`config.mk`:
```
export PLATFORM = sky130hd
export DESIGN_NAME = ipv4_tcp_extractor
export DESIGN_NICKNAME = d
export VERILOG_FILES = /design/src/rtl/ipv4_tcp_extractor.sv
export SDC_FILE = /design/constraint.sdc
export NUM_CORES = 1
export LEC_CHECK = 0
export ABC_AREA = 1
export CAP_MARGIN = 25
export CORE_AREA = 4 4 137 139
export CTS_CLUSTER_DIAMETER = 60
export CTS_CLUSTER_SIZE = 30
export DETAILED_ROUTE_END_ITERATION = 8
export DIE_AREA = 0 0 141 143
export HOLD_SLACK_MARGIN = 0.02
export PLACE_DENSITY = 0.75
export SLEW_MARGIN = 20
export SYNTH_ARGS = -nofsm -noshare
export SYNTH_HDL_FRONTEND = slang
export SYNTH_SLANG_ARGS = --single-unit
export TNS_END_PERCENT = 10
```
`constraint.sdc`:
```
create_clock -name clk -period 2.1 [get_ports clk]
set_input_delay 0.21 -clock clk [delete_from_list [all_inputs] [get_ports clk]]
set_output_delay 0.21 -clock clk [all_outputs]
set_load 0.005 [all_outputs]
```
`src/rtl/ipv4_tcp_extractor.sv`:
```
// ipv4_tcp_extractor: parses a byte stream of IPv4 datagrams, validates the
// header, skips IP options and forwards only the TCP segment bytes, registered
// with one cycle of latency. Rejected datagrams raise hdr_drop with a reason.
// Optional feature macro: IPV4_CSUM_CHECK_EN enables header checksum checking
// (drop reason 2). Without it the checksum field is ignored.
//
// Handshake: data_valid qualifies data_in for one cycle; there is no
// backpressure. tcp_valid qualifies tcp_data/tcp_start/tcp_end for one cycle.
// hdr_drop is a single-cycle pulse with drop_reason valid alongside it.
module ipv4_tcp_extractor #(
  parameter logic [7:0] PROTO_NUM   = 8'd6,
  parameter int         MIN_SEG_LEN = 20
) (
  input  logic        clk,
  input  logic        rst,
  input  logic [7:0]  data_in,
  input  logic        data_valid,
  input  logic        frame_start,
  output logic [7:0]  tcp_data,
  output logic        tcp_valid,
  output logic        tcp_start,
  output logic        tcp_end,
  output logic [31:0] src_ip,
  output logic [31:0] dst_ip,
  output logic        hdr_drop,
  output logic [1:0]  drop_reason,
  output logic [2:0]  state_dbg
);

  typedef enum logic [2:0] {
    S_IDLE    = 3'd0,
    S_HDR     = 3'd1,
    S_OPTS    = 3'd2,
    S_PAYLOAD = 3'd3,
    S_DROP    = 3'd4
  } state_t;

  state_t      state;
  logic [5:0]  byte_cnt;
  logic [3:0]  ihl;
  logic [15:0] total_len;
  logic [31:0] src_sh;
  logic [31:0] dst_sh;
  logic [15:0] seg_rem;
  logic        first_seg;

  // Header geometry and length check, evaluated at the last header byte
  logic [5:0]  hdr_bytes;
  logic        last_hdr;
  logic [16:0] min_total;
  logic        len_ok;
  logic [15:0] seg_len;
  logic [31:0] dst_full;

  assign hdr_bytes = {ihl, 2'b00};
  assign last_hdr  = (byte_cnt == (hdr_bytes - 6'd1));
  assign min_total = {11'd0, hdr_bytes} + 17'(MIN_SEG_LEN);
  assign len_ok    = ({1'b0, total_len} >= min_total);
  assign seg_len   = total_len - {10'd0, hdr_bytes};
  // Byte 19 is the last destination byte; when it is also the last header
  // byte the shadow register has not captured it yet.
  assign dst_full  = (byte_cnt == 6'd19) ? {dst_sh[31:8], data_in} : dst_sh;
  assign state_dbg = state;

`ifdef IPV4_CSUM_CHECK_EN
  logic [15:0] csum_acc;
  logic [15:0] csum_word;
  logic [16:0] csum_sum;
  logic [15:0] csum_next;
  logic        csum_bad;

  // Even header bytes are the high half of a word, odd bytes the low half;
  // the ones'-complement sum is order independent so bytes add one at a time.
  assign csum_word = byte_cnt[0] ? {8'h00, data_in} : {data_in, 8'h00};
  assign csum_sum  = {1'b0, csum_acc} + {1'b0, csum_word};
  assign csum_next = csum_sum[15:0] + {15'd0, csum_sum[16]};
  assign csum_bad  = (csum_next != 16'hFFFF);

  // Checksum accumulator, restarted by every frame_start byte
  always_ff @(posedge clk or negedge rst) begin
    if (!rst) begin
      csum_acc <= 16'd0;
    end else if (data_valid) begin
      if (frame_start) begin
        csum_acc <= {data_in, 8'h00};
      end else if (state == S_HDR || state == S_OPTS) begin
        csum_acc <= csum_next;
      end
    end
  end
`else
  logic csum_bad;
  assign csum_bad = 1'b0;
`endif

  // Parser FSM with registered stream and drop outputs
  always_ff @(posedge clk or negedge rst) begin
    if (!rst) begin
      state       <= S_IDLE;
      byte_cnt    <= 6'd0;
      ihl         <= 4'd0;
      total_len   <= 16'd0;
      src_sh      <= 32'd0;
      dst_sh      <= 32'd0;
      seg_rem     <= 16'd0;
      first_seg   <= 1'b0;
      tcp_data    <= 8'd0;
      tcp_valid   <= 1'b0;
      tcp_start   <= 1'b0;
      tcp_end     <= 1'b0;
      src_ip      <= 32'd0;
      dst_ip      <= 32'd0;
      hdr_drop    <= 1'b0;
      drop_reason <= 2'd0;
    end else begin
      tcp_valid <= 1'b0;
      tcp_start <= 1'b0;
      tcp_end   <= 1'b0;
      hdr_drop  <= 1'b0;
      if (data_valid) begin
        if (frame_start) begin
          byte_cnt <= 6'd1;
          ihl      <= data_in[3:0];
          if (data_in[7:4] != 4'd4 || data_in[3:0] < 4'd5) begin
            state       <= S_DROP;
            hdr_drop    <= 1'b1;
            drop_reason <= 2'd0;
          end else begin
            state <= S_HDR;
          end
        end else begin
          case (state)
            S_HDR, S_OPTS: begin
              byte_cnt <= byte_cnt + 6'd1;
              case (byte_cnt)
                6'd2:  total_len[15:8] <= data_in;
                6'd3:  total_len[7:0]  <= data_in;
                6'd12: src_sh[31:24]   <= data_in;
                6'd13: src_sh[23:16]   <= data_in;
                6'd14: src_sh[15:8]    <= data_in;
                6'd15: src_sh[7:0]     <= data_in;
                6'd16: dst_sh[31:24]   <= data_in;
                6'd17: dst_sh[23:16]   <= data_in;
                6'd18: dst_sh[15:8]    <= data_in;
                6'd19: dst_sh[7:0]     <= data_in;
                default: ;
              endcase
              if (byte_cnt == 6'd9 && data_in != PROTO_NUM) begin
                state       <= S_DROP;
                hdr_drop    <= 1'b1;
                drop_reason <= 2'd1;
              end else if (last_hdr) begin
                if (csum_bad) begin
                  state       <= S_DROP;
                  hdr_drop    <= 1'b1;
                  drop_reason <= 2'd2;
                end else if (!len_ok) begin
                  state       <= S_DROP;
                  hdr_drop    <= 1'b1;
                  drop_reason <= 2'd3;
                end else begin
                  state     <= S_PAYLOAD;
                  src_ip    <= src_sh;
                  dst_ip    <= dst_full;
                  seg_rem   <= seg_len;
                  first_seg <= 1'b1;
                end
              end else if (byte_cnt == 6'd19) begin
                state <= S_OPTS;
              end
            end
            S_PAYLOAD: begin
              tcp_valid <= 1'b1;
              tcp_data  <= data_in;
              tcp_start <= first_seg;
              tcp_end   <= (seg_rem == 16'd1);
              first_seg <= 1'b0;
              seg_rem   <= seg_rem - 16'd1;
              if (seg_rem == 16'd1) state <= S_IDLE;
            end
            default: ;
          endcase
        end
      end
    end
  end

endmodule
```
## After elaboration in Yosys (flattened, before gate mapping)

Cells that the tools add are included.

| word-level totals | value |
|---|---|
| register bits | 188 |
| output and inout port bits | 81 |
| word-level logic and storage cells | 122 |

| cells by class | value |
|---|---|
| $add $sub $neg | 5 |
| order comparisons | 2 |
| equal/unequal tests | 25 |
| multiplexer cells | 41 |
| bitwise operators | 2 |
| reduce and logical (&&, ||, !) cells | 24 |

Operators with widths:

| operator | count |
|---|---|
| 16-bit 2-to-1 mux | 3 |
| 4-bit AND reduction | 11 |
| 16-bit case mux with 2 select lines | 1 |
| 6-bit by 4-bit equality test with 1-bit output (second input constant) | 5 |
| 6-bit by 5-bit equality test with 1-bit output (second input constant) | 4 |
| 3-bit 2-to-1 mux | 7 |
| 1-bit 2-to-1 mux | 19 |
| 16-bit by 1-bit equality test with 1-bit output (second input constant) | 1 |
| 16-bit by 7-bit greater-or-equal comparator with 1-bit output | 1 |
| 16-bit by 1-bit subtractor with 16-bit output (second input constant) | 1 |
| 16-bit by 6-bit subtractor with 16-bit output | 1 |
| 6-bit by 2-bit equality test with 1-bit output (second input constant) | 2 |
| 2-bit 2-to-1 mux | 6 |
| 6-bit 2-to-1 mux | 2 |
| 6-bit AND reduction | 2 |
| 8-bit 2-to-1 mux | 1 |
| 8-bit by 3-bit inequality test with 1-bit output (second input constant) | 1 |
| 6-bit by 5-bit adder with 7-bit output (second input constant) | 1 |
| 6-bit by 1-bit adder with 6-bit output (second input constant) | 1 |
| 3-bit by 2-bit equality test with 1-bit output (second input constant) | 2 |
| 6-bit equality test | 1 |
| 2-bit inequality test (second input constant) | 3 |
| 3-bit case mux with 2 select lines | 1 |
| 3-bit nonzero test | 2 |
| 17 further kinds | 20 |

## Logic depth before layout (Yosys ltp)

| depth | value |
|---|---|
| word-level depth | 8 |
| depth in mapped cells | 15 |

## Least setup slack after synthesis

No wires, ideal clock.

| timing path | value |
|---|---|
| path type | register to register |
| start point | register ihl[0] |
| end point | register seg_rem[13] |
| setup time | 117 ps |
| arrival | 2,069 ps |
| required time | 1,983 ps |
| path slack | -85 ps |
| cell stages (with the launch flop) | 15 |
| buffers on the path | 1 |
| period minus slack after synthesis | 2,185 ps |
| cell sequence | dfrtp_1 inv_1 ha_1 inv_1 ha_1 nand2_1 nor2_1 nand2_1 nand4_1 nand3_2 nand2_4 nand2_2 buf_6 nand2_1 nand2_1 |

| between the ends | value |
|---|---|
| longest elaborated chain between the ends | 5 |

RTL lines:

| item | line | source |
|---|---|---|
| start: declaration | 40 | `logic [3:0] ihl;` |
| start signal: assignment | 123 | `ihl <= data_in[3:0];` |
| parallel branches: the longest is 5 deep, another holds 16-bit by 7-bit greater-or-equal comparator with 1-bit output | - |  |
| end signal: assignment | 165 | `seg_rem <= seg_len;` |
| end signal: assignment | 178 | `seg_rem <= seg_rem - 16'd1;` |
| end: declaration | 44 | `logic [15:0] seg_rem;` |

Several ways; the timed one is not identified. The select of a mux whose other input is x is not followed.
A chain may end at the register's enable or synchronous reset.

## Worst setup path after layout

| timing path | value |
|---|---|
| start point | register ihl[0] |
| end point | register seg_rem[5] |

The elaborated chain is that of the path after synthesis.

==> flow_summary.ini <==
[worst_setup_path]
worstPathCellList = ha_4 > xor2_1 > ha_1 > nand2_1 > nor2_2 > nand2_1 > nand4_1 > buf_4 > nand3_4 > nand2_8 > buf_12 > nand2_4 > nand2_2 > nand2_1
rr_worst_depth = 14
critical_path.endpoint = seg_rem[5]
cp_data_required_time_ns = 2.42
worstReg2RegEnd = seg_rem[5]
reg2reg_from = ihl[0]
path_max_fanout = 5
slowest_delay_ns = 0.46
cp-end-kind = register
cp_common_cell = nand2_1
cp-startpoint = ihl[0]
arrival_ns = 2.65
cp_slowest_cell = dfrtp_2
worstSetupPathType = reg -> reg
reg2reg_slack_ns = -0.22
cp-start-kind = register

[cts]
htreeDepth = 4
numCtsBuffers = 17
cts_tree = yes
clock_path_buffers = 2
clk_pin_slew_ns = 0.07
clock_sinks = 188
root_buffer = clkbuf_16
worstSkewPairLatency_ns = 0.44

[grt]
grt_pass1_vias = 7151
grt_max_degree = 70
antenna_found_initial = 0
grt_usage = 0.2228
grt_pass1_wl_mm = 35.73
grt_overflow = 0

[yosys]
synth_edf_count = 0
ys_seq_elements = 188
ys_types = 38
yosysSeqAreaShare = 0.5215
yosysTopAreaCell = dfrtp_1
syn_nets = 1091
netlist_area_mm2 = 0.009021
synthTopCellsByArea = dfrtp_1 52%, nand2_1 14%, o21ai_2 5.7%
yosysTopAreaCellShare = 0.5215
synth_async_sr_flop_share = 1.000
synth_cells = 1061
synth_ff_type = dfrtp_1
yosysWarnings = 0
syn_area_per_cell_um2 = 8.502

[finish]
fin_cells = 1432
nets = 1221
area_delta_synth_final_pct = 26.92
stdcell_area_mm2 = 0.01145
fin_util = 0.6485
drive_above_1_share = 0.1854
num_antenna_cells = 0

[sta]
final.setup_skew_ns = 0.009847
maxSlewViolCount = 0
clock.fmax_mhz = 430.1
hold_violations = 0
finalWorstSetupSlack_ns = -0.2248
fin_crit_sh = 1.107
setup_viol = 87
hold_ws_ns = 0.3240
rsz0062_at_grt = yes
worst_pin_slew_ns = 0.8569
tns_ns = -15.30
maxSlewHeadroom = 0.4256
min_period_ns = 2.325

[pwr]
vdd_ir_drop_max_mv = 0.6273
p_leak_nw = 5.256
power_density_mw_per_mm2 = 1015

[outcome]
violations = setup timing
outcome = complete, but fails checks

[floorplan]
ios = 93
coreArea_mm2 = 0.01766
die_height_um = 143
die-area_mm2 = 0.02016
die_w_um = 141
start_util = 0.5109
num_rows = 49

[flow_run]
timing.max_cap.violations = 0

[placed_design]
hpwl_mm = 14.05
dp_cells = 1387
io_buffers = 92
gp_congestion = 0.9048
placed_area_mm2 = 0.01041

[drt]
via_per_inst = 5.161
route.detailed.drc = 0
drt-wirelength-per-cell_um = 15.61
dr.pass1.iters = 5
drtIter0Drc = 541
totalWireLength_mm = 22.36
drtAntennaViolNets = 0
dr_total_vias = 7391

[worst_hold_path]
hold_path_class = in -> async
[cell usage after synthesis, types with 14 or more instances]
cell,instances
buf_6,14
clkbuf_1,19
dfrtp_1,188
ha_1,17
inv_1,105
inv_2,16
nand2_1,335
nand3_1,49
nor2_1,58
o21ai_0,35
o21ai_1,87
o21ai_2,59
[power breakdown]
| part | switching (mW) | internal (mW) |
|---|---|---|
| Combinational | 2.30 | 1.55 |
| Clock | 1.38 | 2.01 |
| Sequential | 0.408 | 3.96 |
| Total | 4.09 | 7.52 |
[critical path: cells and delay by family (launching register included)]
kind,cells,cell delay [ns]
and+or+nand+nor,9,0.83
adders and majority gates,2,0.48
DFF,1,0.46
buffers and inverters,2,0.29
xor gates and xnor gates,1,0.15
[cell usage in the layout, fill, tap and decap left out, types with 13 or more instances in the layout]
cell / count
o21ai_0: 34
inv_2: 18
clkdlybuf4s50_1: 91
o21ai_2: 60
nor2_1: 54
nand2_2: 17
buf_4: 42
inv_1: 103
nand3_1: 39
ha_1: 13
o21ai_1: 87
clkbuf_16: 20
dfrtp_1: 186
nand2_1: 319
[cells by family after synthesis]
| logic type | count (synthesis) | synth area share |
|---|---|---|
| AND/OR/NAND/NOR | 485 | 0.2255 |
| AO/OA/AOI/OAI | 196 | 0.1352 |
| flip-flops | 188 | 0.5215 |
| buffers and inverters | 162 | 0.08031 |
| adder cells (fa/ha/maj) | 18 | 0.02580 |
| XOR/XNOR | 12 | 0.01165 |
[how the worst min path moves through the flow]
stage               from     endpoint  depth (start not counted)
CTS                  rst    src_ip[4]                          2
global route         rst    src_ip[4]                          2
global placement     rst    src_ip[4]                          1
floorplan            rst  byte_cnt[0]                          0
detailed placement   rst    src_ip[4]                          1
finish               rst    src_ip[7]                          2
[final cells by class]
cell class | count | area [um2]
clock buffer | 23 | 488.0
tap | 229 | 286.5
multi-input combinational | 713 | 3831
timing repair buffer | 150 | 1553
fill | 1458 | 6207
inverter | 121 | 454.2
sequential | 188 | 4707
clock inverter | 8 | 130.1
[registers in the layout (all words and copies together) (netlist names)]
register and count:
seg_rem 16, hdr_drop 1, dst_sh 32, first_seg 1, tcp_end 1, tcp_start 1
total_len 16, state_dbg 3, ihl 4, drop_reason 2, byte_cnt 6, dst_ip 32
tcp_data 8, tcp_valid 1, src_ip 32, src_sh 32
[layer usage]
| layer | global-route usage | part of all wire | vias to the layer above | routed length, um |
|---|---|---|---|---|
| met4 | 0.08516 | 0.025 | 0 | 561 |
| met2 | 0.3679 | 0.49 | 196 | 10980 |
| met1 | 0.2966 | 0.44 | 3501 | 9826 |
| met3 | 0.03952 | 0.044 | 44 | 988 |
| li1 | - | - | 3650 | - |
| met5 | 0 | 0 | - | 0 |
[repair_timing]
item,CTS,global route
setup buffers,6,1
setup endpoints to repair,87,90
pin swaps,10,15
endpoints found under the hold margin,54,0
resized for setup,24,29
cloned,2,6
hold buffers,1,0
[through the flow]
stage	setup slack (ns)	power (mW)
after floorplan	0.007232	6.604
after global placement	-0.1554	7.724
after detailed placement	-0.2478	7.796
after CTS	-0.1544	11.49
after global routing	-0.3400	12.36
final	-0.2248	11.62
(Power assumes the default switching activity.)
